==> config.mk <==
export PLATFORM = sky130hd
export DESIGN_NAME = mem_io_scheduler
export DESIGN_NICKNAME = d
export VERILOG_FILES = /design/src/rtl/mem_io_scheduler_pkg.sv /design/src/rtl/mem_io_scheduler_rx_ring_pointer.sv /design/src/rtl/mem_io_scheduler.sv
export SDC_FILE = /design/constraint.sdc
export NUM_CORES = 1
export LEC_CHECK = 0
export CORE_AREA = 5 5 57 59
export CTS_BUF_LIST = sky130_fd_sc_hd__clkbuf_2
export CTS_CLUSTER_DIAMETER = 50
export DETAILED_ROUTE_END_ITERATION = 10
export DIE_AREA = 0 0 62 64
export GPL_ROUTABILITY_DRIVEN = 0
export MAX_ROUTING_LAYER = met4
export PLACE_DENSITY = 0.76
export SLEW_MARGIN = 20
export SYNTH_ARGS = -nofsm -noshare
export SYNTH_HDL_FRONTEND = slang
export SYNTH_SLANG_ARGS = --single-unit
==> constraint.sdc <==
create_clock -name clk -period 2.3 [get_ports clk]
set_input_delay 0.46 -clock clk [delete_from_list [all_inputs] [get_ports clk]]
set_output_delay 0.46 -clock clk [all_outputs]
set_load 0.005 [all_outputs]
==> src/rtl/mem_io_scheduler_pkg.sv <==
// Shared types and default constants for the memory/UART I/O scheduler.
// FSM encodings, memory-port owner codes and default mapped addresses live here.
package mem_io_scheduler_pkg;

    typedef enum logic [1:0] {
        ST_IDLE     = 2'd0,
        ST_TX_WAIT  = 2'd1,
        ST_FORCE_RX = 2'd2
    } state_t;

    localparam logic [1:0] SEL_CPU = 2'b00;
    localparam logic [1:0] SEL_RX0 = 2'b01;
    localparam logic [1:0] SEL_RX1 = 2'b10;

    localparam int         DEF_ADDR_W       = 10;
    localparam logic [9:0] DEF_RX0_BASE     = 10'h300;
    localparam logic [9:0] DEF_RX1_BASE     = 10'h380;
    localparam int         DEF_RX_DEPTH     = 16;
    localparam logic [9:0] DEF_TX0_ADDR     = 10'h3FE;
    localparam logic [9:0] DEF_TX1_ADDR     = 10'h3FF;
    localparam int         DEF_STARVE_LIMIT = 8;

endpackage

==> src/rtl/mem_io_scheduler_rx_ring_pointer.sv <==
// Head pointer of one RX ring: advances by one on each grant, wrapping at DEPTH.
module rx_ring_pointer #(
    parameter int DEPTH = 16,
    parameter int PW    = $clog2(DEPTH)
) (
    input  logic          clk,
    input  logic          rst,
    input  logic          adv,
    output logic [PW-1:0] head
);

    always_ff @(posedge clk) begin
        if (!rst)
            head <= '0;
        else if (adv)
            head <= (head == PW'(DEPTH - 1)) ? '0 : head + 1'b1;
    end

endmodule

==> src/rtl/mem_io_scheduler.sv <==
// Arbitrates the data-memory port between the CPU MEM stage and two UART RX rings,
// and turns stores to the TX mapped addresses into one-cycle UART TX starts.
module mem_io_scheduler
    import mem_io_scheduler_pkg::*;
#(
    parameter int                ADDR_W       = DEF_ADDR_W,
    parameter logic [ADDR_W-1:0] RX0_BASE     = DEF_RX0_BASE,
    parameter logic [ADDR_W-1:0] RX1_BASE     = DEF_RX1_BASE,
    parameter int                RX_DEPTH     = DEF_RX_DEPTH,
    parameter logic [ADDR_W-1:0] TX0_ADDR     = DEF_TX0_ADDR,
    parameter logic [ADDR_W-1:0] TX1_ADDR     = DEF_TX1_ADDR,
    parameter int                STARVE_LIMIT = DEF_STARVE_LIMIT
) (
    input  logic              clk,
    input  logic              rst,
    input  logic [ADDR_W-1:0] cpuAddr,
    input  logic              cpuRead,
    input  logic              cpuWrite,
    input  logic              readyRx0,
    input  logic              readyRx1,
    input  logic              busyTx0,
    input  logic              busyTx1,
    output logic              memWren,
    output logic [1:0]        memSel,
    output logic [ADDR_W-1:0] rxAddr,
    output logic              rxClear0,
    output logic              rxClear1,
    output logic              enableTx0,
    output logic              enableTx1,
    output logic              cpuStall
);

    localparam int PW = $clog2(RX_DEPTH);
    localparam int SW = $clog2(STARVE_LIMIT + 1);

    state_t        state, state_nxt;
    logic          last_grant;   // 0 = RX0, 1 = RX1
    logic          tx_ch;
    logic [1:0]    guard;
    logic [SW-1:0] starve;
    logic [PW-1:0] head0, head1;

    logic cpu_acc, tx_hit0, tx_hit1, any_rdy, rr_ch, grant_ok, grant;
    logic tx_req, tx_ch_cur, tx_free, tx_fire, starve_inc;

    rx_ring_pointer #(.DEPTH(RX_DEPTH), .PW(PW)) u_ptr0 (
        .clk(clk), .rst(rst), .adv(grant && !rr_ch), .head(head0));
    rx_ring_pointer #(.DEPTH(RX_DEPTH), .PW(PW)) u_ptr1 (
        .clk(clk), .rst(rst), .adv(grant && rr_ch), .head(head1));

    // Shared decode used by both the next-state and the output logic.
    always_comb begin
        cpu_acc   = cpuRead | cpuWrite;
        tx_hit0   = cpuWrite && (cpuAddr == TX0_ADDR);
        tx_hit1   = cpuWrite && (cpuAddr == TX1_ADDR);
        any_rdy   = readyRx0 | readyRx1;
        rr_ch     = (readyRx0 && readyRx1) ? ~last_grant : readyRx1;
        case (state)
            ST_IDLE: grant_ok = !cpu_acc || tx_hit0 || tx_hit1;
            default: grant_ok = 1'b1;
        endcase
        grant      = any_rdy && grant_ok;
        tx_req     = (state == ST_TX_WAIT) || (state == ST_IDLE && (tx_hit0 || tx_hit1));
        tx_ch_cur  = (state == ST_TX_WAIT) ? tx_ch : tx_hit1;
        tx_free    = tx_ch_cur ? (!busyTx1 && !guard[1]) : (!busyTx0 && !guard[0]);
        tx_fire    = tx_req && tx_free;
        starve_inc = any_rdy && !grant;
    end

    always_ff @(posedge clk) begin
        if (!rst) state <= ST_IDLE;
        else      state <= state_nxt;
    end

    always_comb begin
        state_nxt = state;
        case (state)
            ST_IDLE: begin
                if (tx_req && !tx_free)
                    state_nxt = ST_TX_WAIT;
                else if (starve_inc && starve == SW'(STARVE_LIMIT - 1))
                    state_nxt = ST_FORCE_RX;
            end
            ST_TX_WAIT:  if (tx_free) state_nxt = ST_IDLE;
            default:     state_nxt = ST_IDLE;
        endcase
    end

    always_comb begin
        memWren   = 1'b0;
        memSel    = SEL_CPU;
        rxAddr    = RX0_BASE;
        rxClear0  = 1'b0;
        rxClear1  = 1'b0;
        enableTx0 = 1'b0;
        enableTx1 = 1'b0;
        cpuStall  = 1'b0;
        if (rst) begin
            memWren   = grant || (state == ST_IDLE && cpuWrite && !tx_hit0 && !tx_hit1);
            memSel    = grant ? (rr_ch ? SEL_RX1 : SEL_RX0) : SEL_CPU;
            rxAddr    = (grant && rr_ch) ? RX1_BASE + ADDR_W'(head1) : RX0_BASE + ADDR_W'(head0);
            rxClear0  = grant && !rr_ch;
            rxClear1  = grant && rr_ch;
            enableTx0 = tx_fire && !tx_ch_cur;
            enableTx1 = tx_fire && tx_ch_cur;
            cpuStall  = (state == ST_FORCE_RX) || (tx_req && !tx_free);
        end
    end

    // Guards block a second start while the UART has not yet raised busy.
    always_ff @(posedge clk) begin
        if (!rst) begin
            last_grant <= 1'b1;
            tx_ch      <= 1'b0;
            guard      <= 2'b00;
            starve     <= '0;
        end else begin
            guard <= {enableTx1, enableTx0};
            if (grant)
                last_grant <= rr_ch;
            if (state == ST_IDLE && tx_req && !tx_free)
                tx_ch <= tx_hit1;
            if (grant || state == ST_FORCE_RX)
                starve <= '0;
            else if (starve_inc)
                starve <= starve + 1'b1;
        end
    end

endmodule

# ---- Word-level counts from Yosys, hierarchy flattened
# Cells that the tools add are included.
dict set report word_totals {
  regBits 18
  output_inout_bits 18
  inputBits 18
  word_cells 87
}
dict set report op_classes {
  mux 21
  bitwise 4
  n_eq_ne 9
  reduce_logical 41
  n_addsub 5
}
# cell n
set ops {}
lappend ops {{$eq A10 B10 Y1 const B} 2}
lappend ops {{$logic_and A1 B1 Y1} 20}
lappend ops {{$mux W10} 2}
lappend ops {{$add A4 B1 Y4 const B} 3}
lappend ops {{$mux W2} 6}
lappend ops {{$logic_not A1 Y1} 11}
lappend ops {{$add A9 B5 Y10 const A} 1}
lappend ops {{$mux W1} 10}
lappend ops {{$add A8 B5 Y9 const A} 1}
lappend ops {{$eq A4 B4 Y1 const B} 2}
lappend ops {{$mux W4} 2}
lappend ops {{$logic_or A1 B1 Y1} 7}
lappend ops {{$eq A4 B3 Y1 const B} 1}
lappend ops {{$pmux W2 S2} 1}
lappend ops {{$ne A3 B1 Y1 const B} 1}
lappend ops {{$eq A2 B1 Y1 const B} 1}
lappend ops {{$eq A2 B2 Y1 const B} 1}
lappend ops {{$logic_not A2 Y1} 1}
lappend ops {{$ne A2 B2 Y1 const B} 1}
lappend ops {{$not A1 Y1} 2}
lappend ops {{$or A1 B1 Y1} 2}
lappend ops {{$reduce_and A2 Y1} 1}
lappend ops {{$reduce_or A2 Y1} 1}

# ---- Logic depth before layout (Yosys ltp)
dict set report depth {
  ltp_word 12
  depth_mapped 5
  mapped_depth_nobuf 4
}

# ---- Cells and area by module
# From an unflattened synthesis, not the netlist that was laid out.
dict set report unflattened {
  hier_cells 130
  area_unflattened_um2 1104.8
}
# module cells_per_inst instances seq_area_each_um2 area_per_inst_um2
set by_module_without_submodules {}
lappend by_module_without_submodules {mem_io_scheduler 94 1 200.2 732.0}
lappend by_module_without_submodules {rx_ring_pointer 18 2 80.1 186.4}

# ---- Worst setup path after synthesis
# No wires, ideal clock.
dict set report synth_timing {
  path_kind {input port to output port}
  startpoint {input port cpuAddr[7]}
  endpoint {output port memSel[1]}
  n_path_buf 2
  cell_stages 5
  required_time_ps 1840
  setup_slack_ps 182
  arrival_time_ps 1658
  path_cell_list {nand4_1 -> o311a_4 -> clkbuf_1 -> nor3_1 -> buf_4}
}
dict set report synth_via {
  elab_chain_cells 8
  elab_cells_between_ends 10
  cone_classes {eq/ne (2); mux (3); reduce/logical (5)}
}
# element line
set synth_lines {}
lappend synth_lines {{start, declared} mem_io_scheduler.sv:16} ;# input logic [ADDR_W-1:0] cpuAddr,
lappend synth_lines {{$eq A10 B10 Y1} mem_io_scheduler.sv:54} ;# tx_hit0 = cpuWrite && (cpuAddr == TX0_ADDR);
lappend synth_lines {{$logic_and A1 B1 Y1} mem_io_scheduler.sv:54}
lappend synth_lines {{$logic_or A1 B1 Y1} mem_io_scheduler.sv:59} ;# ST_IDLE: grant_ok = !cpu_acc || tx_hit0 || tx_hit1;
lappend synth_lines {{$logic_or A1 B1 Y1 (*)} mem_io_scheduler.sv:59}
lappend synth_lines {{$mux W1 (*)} mem_io_scheduler.sv:58} ;# case (state)
lappend synth_lines {{$logic_and A1 B1 Y1 (*)} mem_io_scheduler.sv:62} ;# grant = any_rdy && grant_ok;
lappend synth_lines {{$mux W2 (*)} mem_io_scheduler.sv:100} ;# memSel = grant ? (rr_ch ? SEL_RX1 : SEL_RX0) : SEL_CPU;
lappend synth_lines {{$mux W2 (*)} mem_io_scheduler.sv:98} ;# if (rst) begin
lappend synth_lines {{end, declared} mem_io_scheduler.sv:24} ;# output logic [1:0] memSel,
# Every way passes the cells marked *; elsewhere a longest branch is shown, timed or not.

# ---- Final worst setup path
dict set report layout_timing {
  startpoint {input port readyRx1}
  endpoint {output port rxAddr[1]}
}
dict set report layout_via {
  elab_chain_cells 5
  elab_cells_between_ends 7
  cone_classes {mux (3); bitwise (1); reduce/logical (3)}
}
# element line
set layout_lines {}
lappend layout_lines {{start, declared} mem_io_scheduler.sv:20} ;# input logic readyRx1,
lappend layout_lines {{$or A1 B1 Y1 / $logic_and A1 B1 Y1 (equally long branches)} {mem_io_scheduler.sv:56, mem_io_scheduler.sv:57}}
lappend layout_lines {{$logic_and A1 B1 Y1 / $mux W1 (equally long branches)} {mem_io_scheduler.sv:62, mem_io_scheduler.sv:57}}
lappend layout_lines {{$logic_and A1 B1 Y1 (*)} mem_io_scheduler.sv:101} ;# rxAddr = (grant && rr_ch) ? RX1_BASE + ADDR_W'(head1) : RX0_BASE + ADDR_W'(head0);
lappend layout_lines {{$mux W10 (*)} mem_io_scheduler.sv:101}
lappend layout_lines {{$mux W10 (*)} mem_io_scheduler.sv:98}
lappend layout_lines {{end, declared} mem_io_scheduler.sv:25} ;# output logic [ADDR_W-1:0] rxAddr,
# Marks and branches as above.

==> impl_metrics.py <==
metrics = {
    "status": {
        "status": "completed",
    },
    "clock_tree": {
        "cts_buffers": 3,
        "cts_tree": "done",
        "cts_root_buf": "clkbuf_2",
        "cts.htree.levels": 1,
        "cts.reportedPaths.clkPinSlew_ns": 0.17,
        "cts_num_sinks": 18,
        "cts.path.max_buffers": 2,
        "clkLatencyLatePin_ns": 0.32,
    },
    "layout": {
        "fillCellCount": 217,
        "synthToLayoutAreaGrowth_pct": 57.1,
        "fin_nets": 244,
        "drive_gt1_share_pct": 41.4,
        "final_area_sq_mm": 0.00185,
        "diodes": 0,
        "fin_util_pct": 69.5,
    },
    "timing": {
        "setup_ws_ns": 0.0401,
        "hold_viol_final": 0,
        "fmax_mhz": 442,
        "final.setup_skew_ns": 0.00238,
        "maxSlewViolCount": 0,
        "relSlewSlack_pct": 62.2,
        "finalSetupViolCount": 0,
        "period_needed_ns": 2.26,
        "period_share_pct": 98.3,
        "worstMarginPinSlew_ns": 0.561,
    },
    "power": {
        "pwr-share-seq_pct": 51.3,
        "switching_share_pct": 30.7,
        "irDropWorstVdd_v": 0.000317,
        "leakage_uw": 0.000787,
        "clkPwrFrac_pct": 22.7,
        "powerDensity_mw_per_mm2": 343,
        "switching_power_uw": 194,
        "power.internal_uw": 440,
        "p_comb_share_pct": 26.0,
    },
    "synth": {
        "synth.area.top_cells": "dfxtp_1 31%, a21oi_1 7.2%, nand3_1 6.4%",
        "yosys_warnings": 0,
        "synth_edf_count": 0,
        "synth.top_cell.area_share_pct": 30.6,
        "synth-seq-cells": 18,
        "yosysTopAreaCell": "dfxtp_1",
        "ys.flop_type": "dfxtp_1",
        "ys_types": 37,
        "synthArstFlopShare_pct": 0,
        "ys_seq_area_share_pct": 30.6,
        "synth_cells": 154,
        "avgSynthCellArea_sq_um": 7.65,
        "synthesis.area_sq_mm": 0.00118,
    },
    "placement": {
        "hpwl_microns": 2600,
        "dpl_cell_area_sq_mm": 0.00165,
        "portBuffers": 30,
        "place_ws_ns": -0.723,
    },
    "grt": {
        "grt_pass1_vias": 1404,
        "gr-max-usage-layer": "met2",
        "met2_usage_pct": 36.7,
        "grt_max_degree": 11,
        "grt_usage_pct": 21.5,
        "antenna_found_initial": 0,
        "met3_usage_pct": 4.83,
        "globalRouteMet1Util_pct": 24.5,
        "grt_pass1_wl_microns": 6440,
        "overflow": 0,
    },
    "drt": {
        "drc": 0,
        "avgViaCountPerCell": 5.75,
        "vias": 1454,
        "wl_per_cell_microns": 15.6,
        "wl_microns": 3950,
        "postRouteAntennaNets": 0,
        "drtPass1Iterations": 4,
        "drt_iter0_markers": 115,
    },
    "die": {
        "die_w_microns": 62,
        "core-area_sq_mm": 0.00266,
        "die-area_sq_mm": 0.00397,
        "rows": 19,
        "start_util_pct": 44.2,
        "ios": 36,
        "die_height_microns": 64,
    },
    "critical_path": {
        "path_cells": "clkdlybuf4s50_1, and2_1, nand3_1, a21oi_1, buf_2",
        "cpPeakStageDelay_ns": 0.54,
        "cp_max_fo": 6,
        "crit_required_ns": 1.84,
        "slowest_stage": "clkdlybuf4s50_1",
        "cp_data_arrival_time_ns": 1.80,
        "cpLargestDelayFamily": "buffers and inverters",
        "path_buf_inv": 2,
        "start_kind": "input port",
        "worstSetupPathType": "input port to output port",
        "end_kind": "output port",
    },
    "job": {
        "drv_cap": 0,
    },
    "hold_path": {
        "holdCritPathClass": "register to register",
    },
}
## per-stage QoR
| stage | TNS, ns | std cells | hold slack, ns | power, uW |
|---|---|---|---|---|
| CTS | 0 | 253 | 0.500 | 626 |
| floorplan | 0 | 157 | 0.439 | 389 |
| global placement | -7.71 | 232 | 0.450 | 463 |
| detailed placement | -8.47 | 232 | 0.465 | 468 |
| finish | 0 | 253 | 0.492 | 634 |
| global route | -0.0142 | 253 | 0.534 | 667 |
## layout by cell type, fill, tap and decap left out, types with 6 or more instances in the layout
cell and n:
a21oi_1 15, a31oi_1 6, buf_2 12, buf_4 39, clkbuf_2 10, clkdlybuf4s50_1 6, dfxtp_1 16, nand2_1 13
nand3_1 12, o21ai_0 6
## power by group through the flow
stage | Sequential [uW] | Combinational [uW] | Clock, uW
detailed placement | 331 | 137 | 0
CTS | 325 | 152 | 149
global placement | 330 | 133 | 0
global route | 327 | 178 | 162
floorplan | 329 | 60.0 | 0
finish | 325 | 165 | 144
## Yosys cell counts (all sizes together) (3+ instances only)
master and number:
a21oi 17, nand2b 3, o21ai 10, nand4 5, inv 4, nor2 4
a31oi 6, clkbuf 3, ha 3, or2 4, nor3 6, and2 3
nand2 14, nand3 15, buf 9, dfxtp 18
## routing by layer
| metal | part of all wire, % | vias up | wire [microns] |
|---|---|---|---|
| met5 | 0 | - | 0 |
| met3 | 4.7 | 11 | 184 |
| met1 | 40 | 688 | 1580 |
| met2 | 54 | 47 | 2120 |
| li1 | - | 708 | - |
| met4 | 1.7 | 0 | 68 |
## worst paths after layout
| check | cells after the start | start | end | slack, ns |
|---|---|---|---|---|
| hold reg to reg | 2 | starve[1]$_SDFFE_PP0P_ | starve[1]$_SDFFE_PP0P_ | 0.49 |
| setup reg to reg | 7 | state[1]$_SDFFE_PN0P_ | starve[3]$_SDFFE_PP0P_ | 0.33 |
| hold / removal | 2 | starve[1]$_SDFFE_PP0P_ | starve[1]$_SDFFE_PP0P_ | 0.49 |
| setup / recovery | 5 | readyRx1 | rxAddr[1] | 0.04 |
## flip-flops by register name, indices dropped and copies added, names as in the netlist
| name | flops |
|---|---|
| guard | 2 |
| last_grant | 1 |
| starve | 4 |
| state | 2 |
| tx_ch | 1 |
| u_ptr0.head | 4 |
| u_ptr1.head | 4 |
## cell families after synthesis
logic type,synth area share (%)
simple gates,31.2
compound gates,25.7
flops,30.6
buf+inv,7.76
fa+ha+maj,3.19
other cells,0.638
mux,0.850
## tightest hold or removal path: stages, from the launching register on
cell and delay (ns):
dfxtp_1 0.36, nand2_1 0.06, a21oi_1 0.05
## layout make-up
type                    count  area [sq um]  area share, %
repair buffers             73           547           29.6
clock inverters             1          3.75          0.203
well taps                  31          38.8           2.10
inverters                   4          15.0          0.812
multi-input cells         123           867           46.9
flip-flops and latches     18           363           19.6
clock buffers               3          15.0          0.812
## repair_timing
| action | CTS | global route |
|---|---|---|
| gates cloned | 0 | 0 |
| endpoints found under the setup margin | 13 | 13 |
| setup buffers | 17 | 0 |
| endpoints found under the hold margin | 0 | 0 |
| pin swaps | 14 | 12 |
| resized for setup | 80 | 32 |
| hold buffers | 0 | 0 |
Power figures use the tool's default switching activity.
